===== src/rtl/rv_read_scheduler.sv =====
// rv_read_scheduler: round-robin arbiter serializing per-channel data words onto a ready-valid bus with a channel header beat.
module rv_read_scheduler #(
  parameter int NUM_CH = 4,
  parameter int DATA_WIDTH = 16,
  parameter int BUS_WIDTH = 8
) (
  input  logic                         CLK_I,
  input  logic                         RST_I,
  input  logic [NUM_CH-1:0]            REQ_I,
  input  logic [NUM_CH*DATA_WIDTH-1:0] DATA_I,
  output logic [NUM_CH-1:0]            ACK_O,
  input  logic                         READ_READY_I,
  output logic                         READ_VALID_O,
  output logic [BUS_WIDTH-1:0]         READ_DATA_O,
  output logic                         BUSY_O
);
  localparam int BEATS = (DATA_WIDTH + BUS_WIDTH - 1) / BUS_WIDTH;
  localparam int SW = BEATS * BUS_WIDTH;
  localparam int CW = $clog2(NUM_CH);
  localparam int BTW = BEATS > 1 ? $clog2(BEATS) : 1;
  typedef enum logic [1:0] {IDLE, HEADER, DATA} state_t;
  state_t state, state_nx;
  logic [NUM_CH-1:0] pending;
  logic [CW-1:0] last_grant, cur_ch, pick;
  logic [BTW-1:0] beat;
  logic [SW-1:0] sr;
  logic hs, found, last_beat, capture;
  int idx;
  assign hs = READ_VALID_O & READ_READY_I;
  assign last_beat = beat == BTW'(BEATS - 1);
  assign capture = (state == IDLE) && found;
  // descending scan so the nearest set bit after last_grant wins
  always_comb begin
    pick = last_grant;
    found = 1'b0;
    idx = 0;
    for (int k = NUM_CH; k >= 1; k--) begin
      idx = int'(last_grant) + k;
      if (idx >= NUM_CH) idx = idx - NUM_CH;
      if (pending[CW'(idx)]) begin
        pick = CW'(idx);
        found = 1'b1;
      end
    end
  end
  always_comb begin
    state_nx = state == IDLE   ? (found ? HEADER : IDLE) :
               state == HEADER ? (hs ? DATA : HEADER) :
                                 (hs && last_beat ? IDLE : DATA);
    READ_VALID_O = state != IDLE;
    BUSY_O = state != IDLE;
    READ_DATA_O = state == HEADER ? BUS_WIDTH'(cur_ch) :
                  state == DATA   ? sr[BUS_WIDTH-1:0] : '0;
  end
  always_ff @(posedge CLK_I) begin
    if (RST_I) state <= IDLE;
    else state <= state_nx;
  end
  always_ff @(posedge CLK_I) begin
    if (RST_I) begin
      pending <= '0;
      last_grant <= CW'(NUM_CH - 1);
      cur_ch <= '0;
      beat <= '0;
      sr <= '0;
      ACK_O <= '0;
    end else begin
      ACK_O <= '0;
      pending <= (pending & ~(capture ? NUM_CH'(1) << pick : '0)) | REQ_I;
      if (capture) begin
        sr <= SW'(DATA_I[pick*DATA_WIDTH +: DATA_WIDTH]);
        cur_ch <= pick;
        last_grant <= pick;
      end
      if (state == HEADER && hs) beat <= '0;
      if (state == DATA && hs) begin
        if (last_beat) ACK_O[cur_ch] <= 1'b1;
        else begin
          beat <= beat + 1'b1;
          sr <= sr >> BUS_WIDTH;
        end
      end
    end
  end
endmodule


===== config.mk =====
export PLATFORM = sky130hd
export DESIGN_NAME = rv_read_scheduler
export DESIGN_NICKNAME = d
export VERILOG_FILES = /design/src/rtl/rv_read_scheduler.sv
export SDC_FILE = /design/constraint.sdc
export NUM_CORES = 1
export LEC_CHECK = 0
export CAP_MARGIN = 5
export CELL_PAD_IN_SITES_DETAIL_PLACEMENT = 1
export CELL_PAD_IN_SITES_GLOBAL_PLACEMENT = 1
export CORE_MARGIN = 3
export CORE_UTILIZATION = 31
export CTS_CLUSTER_SIZE = 10
export DETAILED_ROUTE_END_ITERATION = 8
export GPL_TIMING_DRIVEN = 0
export PLACE_DENSITY = 0.83
export SLEW_MARGIN = 20
export SYNTH_ARGS = -nofsm -noshare
export SYNTH_HDL_FRONTEND = slang
export SYNTH_SLANG_ARGS = --single-unit

===== constraint.sdc =====
create_clock -name CLK_I -period 2 [get_ports CLK_I]
set_input_delay 0.4 -clock CLK_I [delete_from_list [all_inputs] [get_ports CLK_I]]
set_output_delay 0.4 -clock CLK_I [all_outputs]
set_load 0.1 [all_outputs]

==> run metrics <==
Int Power=1.50 mW; Pre-antenna DRT Iters=6; Placer Congestion=0.801; total power=2.52 mW; fin nets=425; Max clock buf depth=2; row cnt=29; fin area=0.00327 mm²; initial core utilization=33.2%; Fin. Hold Viols=0; register area share after synthesis=28.4%; sequential share of power=32.7%; #FFs+latches synth=31; first-pass GRT wire length=12400 µm; io pins=85; largest family of logic cells by synthesized area=compound AO/OA/AOI/OAI gates; Clock Pin Slew Worst Setup and Hold Paths=0.07 ns; pin count of the biggest net entering global routing=11; setup violators final=0; clk_lat worst skew=0.29 ns; setup tns final=0 ns; Worst Tran Pin Value=0.967 ns; Root Buffer=clkbuf_8; antenna viol nets, final=0; Switching Fraction=40.4%; Max FO, Critical Path=9; Post-DP HPWL=6050 µm; Tmin final=1.93 ns; Adder-Cell Fraction of Synth Area=0%; fin crit share=96.5%; Avg Cell Area, Syn=8.37 µm²; layout cells sized above 1=18.9%; Initial DRC Count=63; GR Overflow Total=0; status=completed; switching power=1.02 mW; Core Area=0.00657 mm²; Leakage=1.35 nW; Clock power frac=19.2%; Critical Path Start Type=register; Num CTS Buffers=5; final WL=7660 µm; cts-stage hold buffer count=0; final max-slew violation count=0; most frequent cells in the layout=clkdlybuf4s50_1, dfxtp_1, a21oi_1; Post-synth EDFFs=0; Area Overhead vs Synth=49.7%; Worst Setup EP=BUSY_O; Fmax achieved=518 MHz; Die Span X=89.9 µm; WL/cell=17.1 µm; Main synth FF type=dfxtp_1; hold slack=0.500 ns; synthesized netlist cell count=261; YS warnings=0; initial antenna violation count=0; post-synthesis mux area share=5.50%; power share of the combinational group=48.0%; routed vias=2387; Worst R2R Start=last_grant[1]; Pwr Density=771 mW/mm²; GR Util All Layers=18.6%; n_diodes=0; Hold/Removal Path Class=register to register; reg2reg end=sr[14]; placed insts=438; VDD IR-drop max=0.341 mV; IO Port Bufs=84; H-tree depth=2; worst setup path startpoint=state[0]; CP Data Arrival Time=1.53 ns; R2R cell count=7; Synth async-reset ratio=0%; commonest non-fill, non-tap cell in the layout=clkdlybuf4s50_1; Area after DPL=0.00314 mm²; Synth Area in Compound Gates=30.5%; Die ar.=0.00809 mm²; Req. time, crit path=1.60 ns; DRC=0; Netlist cell types=49; Max transition margin=35.8%; Cell Area, Synth=0.00218 mm²; CTS Sinks=31; vias per cell=5.33; RSZ-0062 raised after global routing=no; simple-gate share of the synthesized area=28.5%; crit end category=primary output; post-synthesis xor/xnor area fraction=0%; Setup Skew=0.00507 ns; Crit Path Category=register to primary output; R2R Setup Slk=0.09 ns; non-filler instance count after layout=448; max_cap viols=0; Die Ht=89.9 µm; syn nets=332; CTS tree=yes; vias in the first global route=2514
[what timing repair did]
item / 4_1_cts / 5_1_grt
setup endpoints to repair: 24 / 24
gates resized for setup: 73 / 12
pin swaps: 0 / 1
hold endpoints to repair: 0 / 0
buffers inserted: 0 / 2
[layer usage]
| metal | vias to the layer above | global-route usage (%) | routed length [µm] |
|---|---|---|---|
| met1 | 1114 | 25.2 | 3580 |
| met5 | - | 0 | 0 |
| li1 | 1185 | - | - |
| met4 | 0 | 4.21 | 93 |
| met2 | 78 | 30.0 | 3570 |
| met3 | 10 | 4.51 | 415 |
[power by group through the flow]
stage	combinational [mW]	sequential [mW]	clock [mW]
finish	1.21	0.825	0.485
global route	1.31	0.840	0.528
floorplan	0.807	0.803	0
global placement	1.14	0.827	0
CTS	1.19	0.822	0.494
detailed placement	1.17	0.833	0
[cells by family after synthesis]
group	count (synthesis)
multiplexers	11
AO/OA/AOI/OAI	92
AND/OR/NAND/NOR	104
flip-flops	31
buffers and inverters	23
[Yosys cell counts (all sizes together), types with 3 or more instances]
| cell | n | area share, % |
|---|---|---|
| o21bai | 3 | 1.5 |
| mux2 | 8 | 4.1 |
| or3 | 3 | 0.86 |
| a2111oi | 3 | 1.2 |
| nand2 | 18 | 3.2 |
| a211o | 15 | 6.0 |
| a21oi | 20 | 4.8 |
| nor2b | 7 | 2.7 |
| nor3b | 3 | 1.0 |
| and3 | 10 | 2.9 |
| dfxtp | 31 | 28 |
| o21ai | 14 | 3.2 |
| clkbuf | 3 | 0.52 |
| a311oi | 6 | 2.4 |
| and2 | 8 | 2.3 |
| nor3 | 7 | 1.6 |
| o211ai | 7 | 2.4 |
| nor2 | 21 | 4.1 |
| a211oi | 4 | 1.4 |
| buf | 18 | 6.2 |
| o31ai | 15 | 5.2 |
| mux2i | 3 | 1.4 |
| nand4 | 14 | 4.0 |
| nor4 | 3 | 1.5 |
[registers in the layout, indices dropped and copies added, names as in the netlist]
| signal | count |
|---|---|
| sr | 16 |
| state | 2 |
| ACK_O | 4 |
| pending | 4 |
| last_grant | 2 |
| beat | 1 |
| cur_ch | 2 |
[layout make-up]
| type | count | area [µm²] |
|---|---|---|
| fill | 798 | 3300 |
| multi-input combinational | 207 | 1430 |
| timing repair buffer | 86 | 853 |
| sequential | 31 | 623 |
| buffer | 21 | 154 |
| tap | 93 | 116 |
| clock buffer | 5 | 68.8 |
| clock inverter | 3 | 15.0 |
| inverter | 2 | 7.51 |
[worst min-delay path by stage]
stage	from	endpoint	slack, ns	cells after the start
after floorplan	sr[8]	sr[0]	0.43	2
after global placement	sr[15]	sr[7]	0.48	2
after detailed placement	sr[8]	sr[0]	0.49	2
after CTS	sr[8]	sr[0]	0.51	2
after global routing	sr[13]	sr[5]	0.54	2
final	cur_ch[0]	ACK_O[1]	0.50	2
[worst max-delay path, cell delays in order, from the launching register on]
cell and delay [ns]:
dfxtp_1 0.45, nor2_1 0.14, inv_2 0.18, buf_2 0.46
[per-stage QoR]
stage | util (%) | worst slack (ns)
finish | 49.8 | 0.0706
global route | 49.8 | 0.00146
CTS | 49.0 | 0.0144
detailed placement | 47.8 | -0.769
global placement | 47.8 | -0.692
floorplan | - | 0.0622
No activity file was read; power rests on OpenSTA's default activity.
